===== src/rtl/cardinal_pkg.sv =====
// Cardinal pipeline shared definitions.
// Purpose: issue-class codes, default per-class latencies, the opcode and
// function-code map of the Cardinal vector ISA, and the decode helper that
// ID uses to turn (opcode, funct) into the 3-bit issue class consumed by
// cardinal_scoreboard.
// Ports: none (package).
package cardinal_pkg;

  typedef enum logic [2:0] {
    CLS_LOGIC = 3'd0,
    CLS_MEM   = 3'd1,
    CLS_ADD   = 3'd2,
    CLS_SHIFT = 3'd3,
    CLS_MUL   = 3'd4,
    CLS_DIV   = 3'd5,
    CLS_NONE  = 3'd6
  } IssueClass;

  localparam int DEFAULT_LAT_LOGIC = 1;
  localparam int DEFAULT_LAT_MEM   = 2;
  localparam int DEFAULT_LAT_ADD   = 3;
  localparam int DEFAULT_LAT_SHIFT = 3;
  localparam int DEFAULT_LAT_MUL   = 4;
  localparam int DEFAULT_LAT_DIV   = 5;

  localparam logic [5:0] RTYPE_VEC = 6'h00;
  localparam logic [5:0] RTYPE_NOP = 6'h3f;
  localparam logic [5:0] MTYPE_LW  = 6'h20;
  localparam logic [5:0] MTYPE_SW  = 6'h28;

  localparam logic [5:0] VAND   = 6'h00;
  localparam logic [5:0] VOR    = 6'h01;
  localparam logic [5:0] VXOR   = 6'h02;
  localparam logic [5:0] VNOT   = 6'h03;
  localparam logic [5:0] VMOV   = 6'h04;
  localparam logic [5:0] VADD   = 6'h08;
  localparam logic [5:0] VSUB   = 6'h09;
  localparam logic [5:0] VSLL   = 6'h10;
  localparam logic [5:0] VSRL   = 6'h11;
  localparam logic [5:0] VSRA   = 6'h12;
  localparam logic [5:0] VRTTH  = 6'h13;
  localparam logic [5:0] VMULEU = 6'h18;
  localparam logic [5:0] VMULOU = 6'h19;
  localparam logic [5:0] VSQEU  = 6'h1a;
  localparam logic [5:0] VSQOU  = 6'h1b;
  localparam logic [5:0] VDIV   = 6'h20;
  localparam logic [5:0] VMOD   = 6'h21;
  localparam logic [5:0] VSQRT  = 6'h22;

  // Stores and anything unrecognised map to NONE so they never reserve a
  // writeback slot; only the R-type vector ops are split by function code.
  function automatic logic [2:0] cardinal_class(input logic [5:0] opcode,
                                                input logic [5:0] funct);
    logic [2:0] cls;
    cls = CLS_NONE;
    if (opcode == MTYPE_LW) begin
      cls = CLS_MEM;
    end else if (opcode == RTYPE_VEC) begin
      case (funct)
        VAND, VOR, VXOR, VNOT, VMOV:   cls = CLS_LOGIC;
        VADD, VSUB:                    cls = CLS_ADD;
        VSLL, VSRL, VSRA, VRTTH:       cls = CLS_SHIFT;
        VMULEU, VMULOU, VSQEU, VSQOU:  cls = CLS_MUL;
        VDIV, VMOD, VSQRT:             cls = CLS_DIV;
        default:                       cls = CLS_NONE;
      endcase
    end
    return cls;
  endfunction

endpackage


===== src/rtl/wb_slot_ring.sv =====
// Writeback reservation ring.
// Purpose: DEPTH-deep shift ring; slot i being valid means some instruction
// writes back i cycles from now. Every edge moves all slots one step toward
// index 0, and the head (index 0) is the writeback happening this cycle.
// Ports:
//   clk, reset        clock, synchronous active-high reset
//   reserveEn         claim slot reserveIdx (post-shift position) this edge
//   reserveIdx        slot index to claim
//   reserveRd/Class   tags stored with the claimed slot
//   slotVec           current valid bits, used for the collision check
//   headValid/Rd/Class  slot 0 and its tags (registered)
module wb_slot_ring #(
  parameter int DEPTH = 8,
  parameter int RA_W  = 5,
  parameter int IW    = $clog2(DEPTH)
) (
  input  logic            clk,
  input  logic            reset,
  input  logic            reserveEn,
  input  logic [IW-1:0]   reserveIdx,
  input  logic [RA_W-1:0] reserveRd,
  input  logic [2:0]      reserveClass,
  output logic [DEPTH-1:0] slotVec,
  output logic            headValid,
  output logic [RA_W-1:0] headRd,
  output logic [2:0]      headClass
);

  logic [DEPTH-1:0] slotValid;
  logic [RA_W-1:0]  rdTag  [DEPTH];
  logic [2:0]       clsTag [DEPTH];

  // Shift everything one slot toward the head each cycle, then let a new
  // reservation land on top. The scoreboard never reserves a slot that the
  // shift is about to fill, so the overwrite can only hit an empty slot.
  // Empty slots carry zero tags so the head outputs read zero when idle.
  always_ff @(posedge clk) begin
    if (reset) begin
      slotValid <= '0;
      for (int i = 0; i < DEPTH; i++) begin
        rdTag[i]  <= '0;
        clsTag[i] <= '0;
      end
    end else begin
      for (int i = 0; i < DEPTH - 1; i++) begin
        slotValid[i] <= slotValid[i+1];
        rdTag[i]     <= rdTag[i+1];
        clsTag[i]    <= clsTag[i+1];
      end
      slotValid[DEPTH-1] <= 1'b0;
      rdTag[DEPTH-1]     <= '0;
      clsTag[DEPTH-1]    <= '0;
      if (reserveEn) begin
        slotValid[reserveIdx] <= 1'b1;
        rdTag[reserveIdx]     <= reserveRd;
        clsTag[reserveIdx]    <= reserveClass;
      end
    end
  end

  // Head of the ring is the writeback stream; these are plain views of
  // registers, so the outputs are registered.
  always_comb begin
    slotVec   = slotValid;
    headValid = slotValid[0];
    headRd    = rdTag[0];
    headClass = clsTag[0];
  end

endmodule


===== src/rtl/cardinal_scoreboard.sv =====
// Cardinal issue and hazard controller.
// Purpose: sits between ID and EX. Tracks a pending-writeback countdown per
// architectural register, detects RAW, WAW and writeback-port collisions for
// the instruction ID presents, and emits the in-order writeback stream from a
// reservation ring.
// Ports:
//   clk, reset                 clock, synchronous active-high reset
//   issue_valid/class/wr_en    decoded instruction from ID
//   issue_rd/ra/rb (+_used)    destination and source registers
//   stall                      hold IF/ID (combinational)
//   issue_fire                 instruction leaves ID this cycle
//   wb_valid/rd/class          writeback occurring this cycle (registered)
//   busy_vec                   per-register "write still pending" flags
module cardinal_scoreboard
  import cardinal_pkg::*;
#(
  parameter int NUM_REGS  = 32,
  parameter int RA_W      = 5,
  parameter int MAX_LAT   = 8,
  parameter int LAT_LOGIC = DEFAULT_LAT_LOGIC,
  parameter int LAT_MEM   = DEFAULT_LAT_MEM,
  parameter int LAT_ADD   = DEFAULT_LAT_ADD,
  parameter int LAT_SHIFT = DEFAULT_LAT_SHIFT,
  parameter int LAT_MUL   = DEFAULT_LAT_MUL,
  parameter int LAT_DIV   = DEFAULT_LAT_DIV,
  parameter int FWD_EN    = 1
) (
  input  logic                clk,
  input  logic                reset,
  input  logic                issue_valid,
  input  logic [2:0]          issue_class,
  input  logic                issue_wr_en,
  input  logic [RA_W-1:0]     issue_rd,
  input  logic [RA_W-1:0]     issue_ra,
  input  logic                issue_ra_used,
  input  logic [RA_W-1:0]     issue_rb,
  input  logic                issue_rb_used,
  output logic                stall,
  output logic                issue_fire,
  output logic                wb_valid,
  output logic [RA_W-1:0]     wb_rd,
  output logic [2:0]          wb_class,
  output logic [NUM_REGS-1:0] busy_vec
);

  localparam int CW = $clog2(MAX_LAT + 1);
  localparam int IW = $clog2(MAX_LAT);

  logic [CW-1:0]      cnt [NUM_REGS];
  logic [CW-1:0]      lat;
  logic [IW-1:0]      latIdx;
  logic [MAX_LAT-1:0] slotVec;
  logic               trk;
  logic               rawHaz;
  logic               wawHaz;
  logic               structHaz;
  logic               fireTrk;

  // A source blocks issue while its producer is more than one cycle from
  // writing back; on the writeback cycle itself the forward path covers it
  // unless forwarding is disabled.
  function automatic logic srcHazard(input logic used,
                                     input logic [RA_W-1:0] src,
                                     input logic [CW-1:0] c);
    return used && (src != '0) &&
           ((c > CW'(1)) || ((c == CW'(1)) && (FWD_EN == 0)));
  endfunction

  // Latency of the presented class. NONE classes get a harmless value;
  // they are never tracked, so it is never used to reserve anything.
  always_comb begin
    lat = CW'(LAT_LOGIC);
    case (issue_class)
      CLS_MEM:   lat = CW'(LAT_MEM);
      CLS_ADD:   lat = CW'(LAT_ADD);
      CLS_SHIFT: lat = CW'(LAT_SHIFT);
      CLS_MUL:   lat = CW'(LAT_MUL);
      CLS_DIV:   lat = CW'(LAT_DIV);
      default:   lat = CW'(LAT_LOGIC);
    endcase
    latIdx = lat[IW-1:0];
  end

  // Hazard evaluation. WAW stalls while the older write to rd would land
  // at or after the new one; the structural check refuses a latency whose
  // writeback cycle is already claimed in the ring. Reset forces stall low
  // so the pipeline is released immediately.
  always_comb begin
    trk       = issue_wr_en && (issue_rd != '0) && (issue_class <= 3'd5);
    rawHaz    = srcHazard(issue_ra_used, issue_ra, cnt[issue_ra]) ||
                srcHazard(issue_rb_used, issue_rb, cnt[issue_rb]);
    wawHaz    = trk && (cnt[issue_rd] != '0) &&
                ((cnt[issue_rd] - CW'(1)) >= lat);
    structHaz = trk && slotVec[latIdx];
    stall      = issue_valid && !reset && (rawHaz || wawHaz || structHaz);
    issue_fire = issue_valid && !stall;
    fireTrk    = issue_fire && trk;
  end

  // Per-register countdowns. A firing tracked write reloads its register
  // with the full latency, overriding both any older pending value and
  // the decrement from a writeback landing on the same edge. R0 is never
  // tracked and stays zero.
  always_ff @(posedge clk) begin
    for (int r = 0; r < NUM_REGS; r++) begin
      if (reset || r == 0) begin
        cnt[r] <= '0;
      end else if (fireTrk && issue_rd == RA_W'(r)) begin
        cnt[r] <= lat;
      end else if (cnt[r] != '0) begin
        cnt[r] <= cnt[r] - 1'b1;
      end
    end
  end

  // Busy flags are a direct view of the countdowns.
  always_comb begin
    for (int r = 0; r < NUM_REGS; r++) begin
      busy_vec[r] = (cnt[r] != '0);
    end
  end

  // The ring is reserved at lat-1 because the claim lands on the same
  // edge that shifts the ring; the head then reaches index 0 exactly
  // lat cycles after the fire cycle.
  wb_slot_ring #(
    .DEPTH (MAX_LAT),
    .RA_W  (RA_W),
    .IW    (IW)
  ) ring (
    .clk          (clk),
    .reset        (reset),
    .reserveEn    (fireTrk),
    .reserveIdx   (latIdx - 1'b1),
    .reserveRd    (issue_rd),
    .reserveClass (issue_class),
    .slotVec      (slotVec),
    .headValid    (wb_valid),
    .headRd       (wb_rd),
    .headClass    (wb_class)
  );

endmodule


===== config.mk =====
export PLATFORM = sky130hd
export DESIGN_NAME = cardinal_scoreboard
export DESIGN_NICKNAME = d
export VERILOG_FILES = /design/src/rtl/cardinal_pkg.sv /design/src/rtl/wb_slot_ring.sv /design/src/rtl/cardinal_scoreboard.sv
export SDC_FILE = /design/constraint.sdc
export NUM_CORES = 1
export LEC_CHECK = 0
export ABC_AREA = 0
export BUFFER_PORTS_ARGS = -buffer_cell sky130_fd_sc_hd__buf_2
export CAP_MARGIN = 20
export CORE_ASPECT_RATIO = 1.2
export CORE_MARGIN = 2
export CORE_UTILIZATION = 50
export CTS_CLUSTER_DIAMETER = 150
export CTS_CLUSTER_SIZE = 8
export DETAILED_ROUTE_END_ITERATION = 10
export PLACE_DENSITY_LB_ADDON = 0.08
export SETUP_SLACK_MARGIN = 0.15
export SLEW_MARGIN = 20
export SYNTH_ARGS = -nofsm -noshare
export SYNTH_HDL_FRONTEND = slang
export SYNTH_SLANG_ARGS = --single-unit

===== constraint.sdc =====
create_clock -name clk -period 9.3 [get_ports clk]
set_clock_uncertainty 0.05 [all_clocks]
set_input_delay 1.395 -clock clk [delete_from_list [all_inputs] [get_ports clk]]
set_output_delay 1.395 -clock clk [all_outputs]
set_load 0.1 [all_outputs]

==> results of run 1 <==
final cells by class:
type | count | area [um2]
Tap cell | 310 | 388
Clock inverter | 14 | 161
Inverter | 84 | 315
Fill cell | 2010 | 9910
Sequential cell | 196 | 5160
Multi-Input combinational cell | 773 | 5840
Timing Repair Buffer | 72 | 392
Clock buffer | 18 | 429
power by group through the flow:
stage / Sequential [W] / Clock, W / Combinational (W)
global route: 0.00167 / 0.000789 / 0.00240
global placement: 0.00165 / 0 / 0.00218
finish: 0.00165 / 0.000751 / 0.00223
detailed placement: 0.00166 / 0 / 0.00221
floorplan: 0.00151 / 0 / 0.00186
CTS: 0.00164 / 0.000759 / 0.00222
logic make-up (layout without fill, tap and decap cells):
group           after synthesis  after routing
simple gates                350            350
compound gates              235            235
flops                       196            196
buf+inv                     143            188
mux                          84             84
xor+xnor                     58             58
fa+ha+maj                    36             36
other cells                   1             10
metal layers:
layer  GRT usage [%]  vias up  wire, um
met4            9.64        0       869
met2            47.4      373     16400
li1                -     4224         -
met5               0        -         0
met3            3.36       66      2070
met1            37.6     4500     14200
through the flow:
step	cells	hold WS (ps)	power (W)	setup slack [ps]	area, um2
after floorplan	1112	358	0.00337	1700	11600
after global placement	1433	369	0.00384	2190	12100
after detailed placement	1434	368	0.00386	2140	12100
after CTS	1466	389	0.00462	2120	12700
after global routing	1467	405	0.00487	1780	12700
final	1467	386	0.00463	2080	12700
worst max-delay path by stage:
| stage | cells past startpoint | start | slack [ps] | to |
|---|---|---|---|---|
| finish | 18 | issue_rd[1] | 2080 | issue_fire |
| global route | 18 | issue_rd[1] | 1780 | issue_fire |
| CTS | 18 | issue_rd[1] | 2120 | issue_fire |
| detailed placement | 18 | issue_rd[1] | 2140 | issue_fire |
| global placement | 18 | issue_rd[1] | 2190 | issue_fire |
| floorplan | 13 | issue_rd[1] | 1700 | stall |
placed cells by master (no fill, tap or decap), drive strengths merged, types with 21 or more instances in the layout:
master and n:
nand2 69, nor3 51, nor2 96, mux2 21, o21ai 21, buf 72
mux2i 34, dfxtp 72, o22ai 89, edfxtp 124, mux4 29, ha 36
nor2b 44, inv 90, xnor2 58, a211o 34
sequential cells by signal (all words and copies together) (netlist names):
name and flops:
ring.slotVec 8, ring.rdTag 40, cnt 124, ring.clsTag 24
==> results.cfg, run 1 <==
[outcome]
outcome = finished, final reports clean

[logic_synthesis]
synth_cell_types = 72
synthAdderAreaFrac_pct = 3.90
ys_ff_latch = 196
syn_area_mm2 = 0.0116
yosys_warnings = 0
yosysMostFrequentCell = edfxtp_1
synth_cells = 1103
synth_top_family_by_area = compound AO/OA/AOI/OAI gates
yosysSeqAreaShare_pct = 44.7
synthXorXnorAreaFrac_pct = 4.39
synth_compound_area_share_pct = 15.8
yosys-top-cells-count = edfxtp_1, nor2_1, o22ai_1
synth_edf_count = 124
synth_ff_type = edfxtp_1
yosysTopAreaCell = edfxtp_1
synthArstFlopShare_pct = 0
synth.avg_cell_area_um2 = 10.5
synth_mux_area_share_pct = 10.7
synth_top_area_share_pct = 32.2
synth_simple_gate_area_share_pct = 15.4
synthTopCellsByArea = edfxtp_1, dfxtp_1, mux4_2, o22ai_1, xnor2_1

[timing]
tightest_slew_ps = 1140
drv_slew = 0
report.final.hold_viol_count = 0
finalSetupTns_ps = 0
setup_viol_count_final = 0
min_period_ps = 7220
relSlewSlack_pct = 23.6
max_freq_ghz = 0.139
min_period_over_period_pct = 77.6
rsz0062_at_grt = false

[clocking]
numCtsBuffers = 17
clk_pin_slew_ps = 80
post_cts_buffers = 0
hold_buffers = 0
clk_latency_ps = 450
cts-resized-gates = 0
cts_sinks = 196
cts_root_buffer = clkbuf_16
cts_max_path_buffers = 2
htree_num_levels = 4
cts_tree = yes

[cells_and_area]
n_antenna_cell = 0
post-route-util_pct = 56.2
drive_above_1_share_pct = 14.6
nets = 1204
area_delta_synth_final_pct = 9.74

[die]
fp-row-count = 60
die_h_um = 171
die-area_mm2 = 0.0244
coreArea_mm2 = 0.0226
ioPinCount = 67
initial_core_util_pct = 51.2
die_w_um = 143

[global_route]
grt_max_degree = 57
grt_pass1_vias = 8871
antenna_found_initial = 0
overflow = 0
gr-usage-all-layers_pct = 28.1
grt_pass1_wl_um = 51600

[critical_path]
reg2reg_slack_ps = 3840
cp_top_family = buffers and inverters
reg2reg_from = cnt[12][1]
crit_path_start_kind = primary input
cp_slowest_cell = buf_4
endpoint_kind = output pin
path_class = primary input to output pin
path_cells = buf_2, buf_4, mux2_2, a221oi_1, nand4b_1, nand2_1, ha_1, inv_1, ha_1, a21o_1, a21o_1, a221oi_2, mux2_4, a32oi_4, a21oi_1, nor2_1, nor2_1, buf_2
critPathMaxStageDelay_ps = 570
path_buf_inv = 4
regToRegEndpoint = cnt[2][1]
crit_fanout = 44
crit_required_ps = 7860
reg2regPathDepth = 15
worstPathArrival_ps = 5770

[power]
peakVddDrop_v = 0.000189
pwr-share-clk_pct = 16.2
p_seq_share_pct = 35.6
pwr-share-comb_pct = 48.2
p_per_area_mw_per_mm2 = 365
p_sw_share_pct = 47.8
power.leakage_nw = 4.82
power.net_switching_w = 0.00221
intPower_w = 0.00242

[job]
cap_violations = 0

[detailed_routing]
routedWlPerCell_um = 22.9
num_vias = 9163
first_pass_iters = 5
ant_nets = 0
drc_errors = 0
avgViaCountPerCell = 6.25
wl_um = 33600
drt_iter0_markers = 944

[placement]
place_hpwl_um = 24400
portBuffers = 65
finalWeightedCongestion = 0.966

[worst_hold_path]
min_path_cells = 1
hold_end = ring.clsTag[1][0]
hp-start = ring.clsTag[2][0]
hold_path.class = flop to flop
Power figures use the tool's default switching activity.
==> run 2: changes to the inputs <==
ABC_AREA = 1   (was 0)
clock period = 7.6 ns   (was 9.3 ns; I/O delays follow)
==> results.cfg, run 2 <==
[timing]
min_period_over_period_pct = 80.8
max_freq_ghz = 0.163
relSlewSlack_pct = 37.9
report.final.hold_viol_count = 0
min_period_ps = 6140
finalSetupTns_ps = 0
setup_viol_count_final = 0
drv_slew = 0
rsz0062_at_grt = false
tightest_slew_ps = 930

[global_route]
antenna_found_initial = 1
use_met3_pct = 5.58
overflow = 0
grt_pass1_vias = 11600
grt_util_met2_pct = 49.2
gr-usage-all-layers_pct = 29.2
top_usage_layer = met2
globalRouteMet1Util_pct = 37.1
grt_max_degree = 87
grt_pass1_wl_um = 61500

[critical_path]
crit_required_ps = 6410
crit_path_start_kind = primary input
reg2reg_slack_ps = 3500
worstPathArrival_ps = 4950
crit_fanout = 21
regToRegEndpoint = ring.rdTag[0][4]
reg2regPathDepth = 13
reg2reg_from = cnt[25][2]
path_class = primary input to output pin
endpoint_kind = output pin

[logic_synthesis]
yosysSeqAreaShare_pct = 40.2
synth_edf_count = 124
yosys_warnings = 0
synth_cells = 1831
yosysMostFrequentCell = nand2_1
synth.avg_cell_area_um2 = 7.01
synth_cell_types = 39
syn_area_mm2 = 0.0128
synth_top_area_share_pct = 29.0
synthTopCellsByArea = edfxtp_1, nand2_1, dfxtp_1, inv_1, nor2_1
yosysTopAreaCell = edfxtp_1
yosys-top-cells-count = nand2_1, inv_1, nor2_1
synthArstFlopShare_pct = 0
ys_ff_latch = 196
synth_ff_type = edfxtp_1

[placement]
place_hpwl_um = 28200
placedInstanceArea_mm2 = 0.0133
portBuffers = 65
finalWeightedCongestion = 0.995

[clocking]
clk_pin_slew_ps = 80
hold_buffers = 0
cts_max_path_buffers = 2
clk_latency_ps = 450
cts_sinks = 196
cts-resized-gates = 0
cts_tree = yes
numCtsBuffers = 17
cts_root_buffer = clkbuf_16
post_cts_buffers = 0
htree_num_levels = 4

[cells_and_area]
largest_register_ffs = 124
largest_register = cnt
final_cell_mix = nand2_1, inv_1, nor2_1, edfxtp_1, nand3_1
drive_above_1_share_pct = 8.43
nets = 1921
area_delta_synth_final_pct = 8.56
layout_commonest_cell = nand2_1
reg_top3 = cnt: 124 flops, ring.rdTag: 40 flops, ring.clsTag: 24 flops
postLayoutCellArea_mm2 = 0.0139

[die]
die_w_um = 150
die-area_mm2 = 0.0270
fp-row-count = 64
die_h_um = 180
coreArea_mm2 = 0.0254
initial_core_util_pct = 50.6
ioPinCount = 67

[detailed_routing]
first_pass_iters = 6
drt_iter0_markers = 1061
avgViaCountPerCell = 5.49
wl_um = 38400
ant_nets = 0
drc_errors = 0
routedWlPerCell_um = 17.4
num_vias = 12100

[outcome]
outcome = finished, final reports clean

[worst_hold_path]
min_path_cells = 2
hp-start = ring.clsTag[6][0]
hold_end = ring.clsTag[5][0]
hold_path.class = flop to flop

[power]
power.leakage_nw = 6.60
peakVddDrop_v = 0.000201
p_per_area_mw_per_mm2 = 403

[job]
cap_violations = 0
## run 2: changes by cell type after synthesis, moves of 44 or more
| cell | delta |
|---|---|
| xor2_1 | +54 |
| o22ai_1 | -85 |
| nor2_1 | +84 |
| xnor2_1 | -49 |
| inv_1 | +150 |
| nand4_1 | +79 |
| nand2_1 | +574 |
| nand3_1 | +104 |
| nor2b_1 | -44 |
| o21ai_0 | +50 |
## run 2: layer usage
layer	up-vias	part of all wire, %
li1	5917	-
met1	5608	41
met2	485	48
met3	95	7.7
met4	0	3.4
met5	-	0
## run 2: kinds of logic after synthesis
logic type / count (synthesis) / share of synthesized area [%]
and+or+nand+nor: 1099 / 36.8
buffers and inverters: 316 / 10.1
DFF: 196 / 40.2
AOI/OAI and AO/OA: 120 / 5.11
xor gates and xnor gates: 63 / 4.30
adders and majority gates: 36 / 3.51
other: 1 / 0.0292
## run 2: worst max-delay path: stages
cell	delay, ps
buf_2	250
inv_2	250
nor2_1	730
nand2_1	110
nand2_1	100
nor2_1	50
nor2_1	90
nor2_1	60
nand2_1	50
nand2_1	110
ha_1	310
inv_1	40
ha_1	260
o21ai_0	70
nand2_1	60
a21oi_1	120
nand3_1	90
nand2_1	60
nand3_1	70
nand2_2	230
inv_2	90
nor2_4	140
buf_2	450
## run 2: cell type report
type	instances	area, um2
Antenna cell	1	2.50
Clock buffer	17	425
Clock inverter	15	200
Fill cell	2514	11400
Inverter	242	911
Multi-Input combinational cell	1328	6420
Sequential cell	196	5160
Tap cell	330	413
Timing Repair Buffer	76	408
## run 2: worst max path at each step
| stage | startpoint | endpoint | slack (ps) |
|---|---|---|---|
| after floorplan | issue_rd[1] | issue_fire | 2420 |
| after global placement | issue_rd[1] | issue_fire | 1510 |
| after detailed placement | issue_rd[1] | issue_fire | 1520 |
| after CTS | issue_rd[1] | issue_fire | 1520 |
| after global routing | issue_rd[1] | issue_fire | 1090 |
| final | issue_rd[1] | issue_fire | 1460 |
## run 2: power breakdown
| part | internal (W) | total (W) | switching [W] |
|---|---|---|---|
| combinational | 0.000731 | 0.00271 | 0.00198 |
| clock | 0.000483 | 0.000963 | 0.000480 |
| sequential | 0.00160 | 0.00194 | 0.000343 |
## run 2: stage by stage
stage	hold slack [ps]	total power [W]	setup WS (ps)	cells	util [%]
4_1_cts	359	0.00561	1520	2204	54.9
5_1_grt	376	0.00598	1090	2204	54.9
2_1_floorplan	338	0.00398	2420	1840	-
3_5_place_dp	345	0.00463	1520	2172	52.4
6_report	355	0.00562	1460	2205	54.9
3_3_place_gp	339	0.00462	1510	2172	52.4
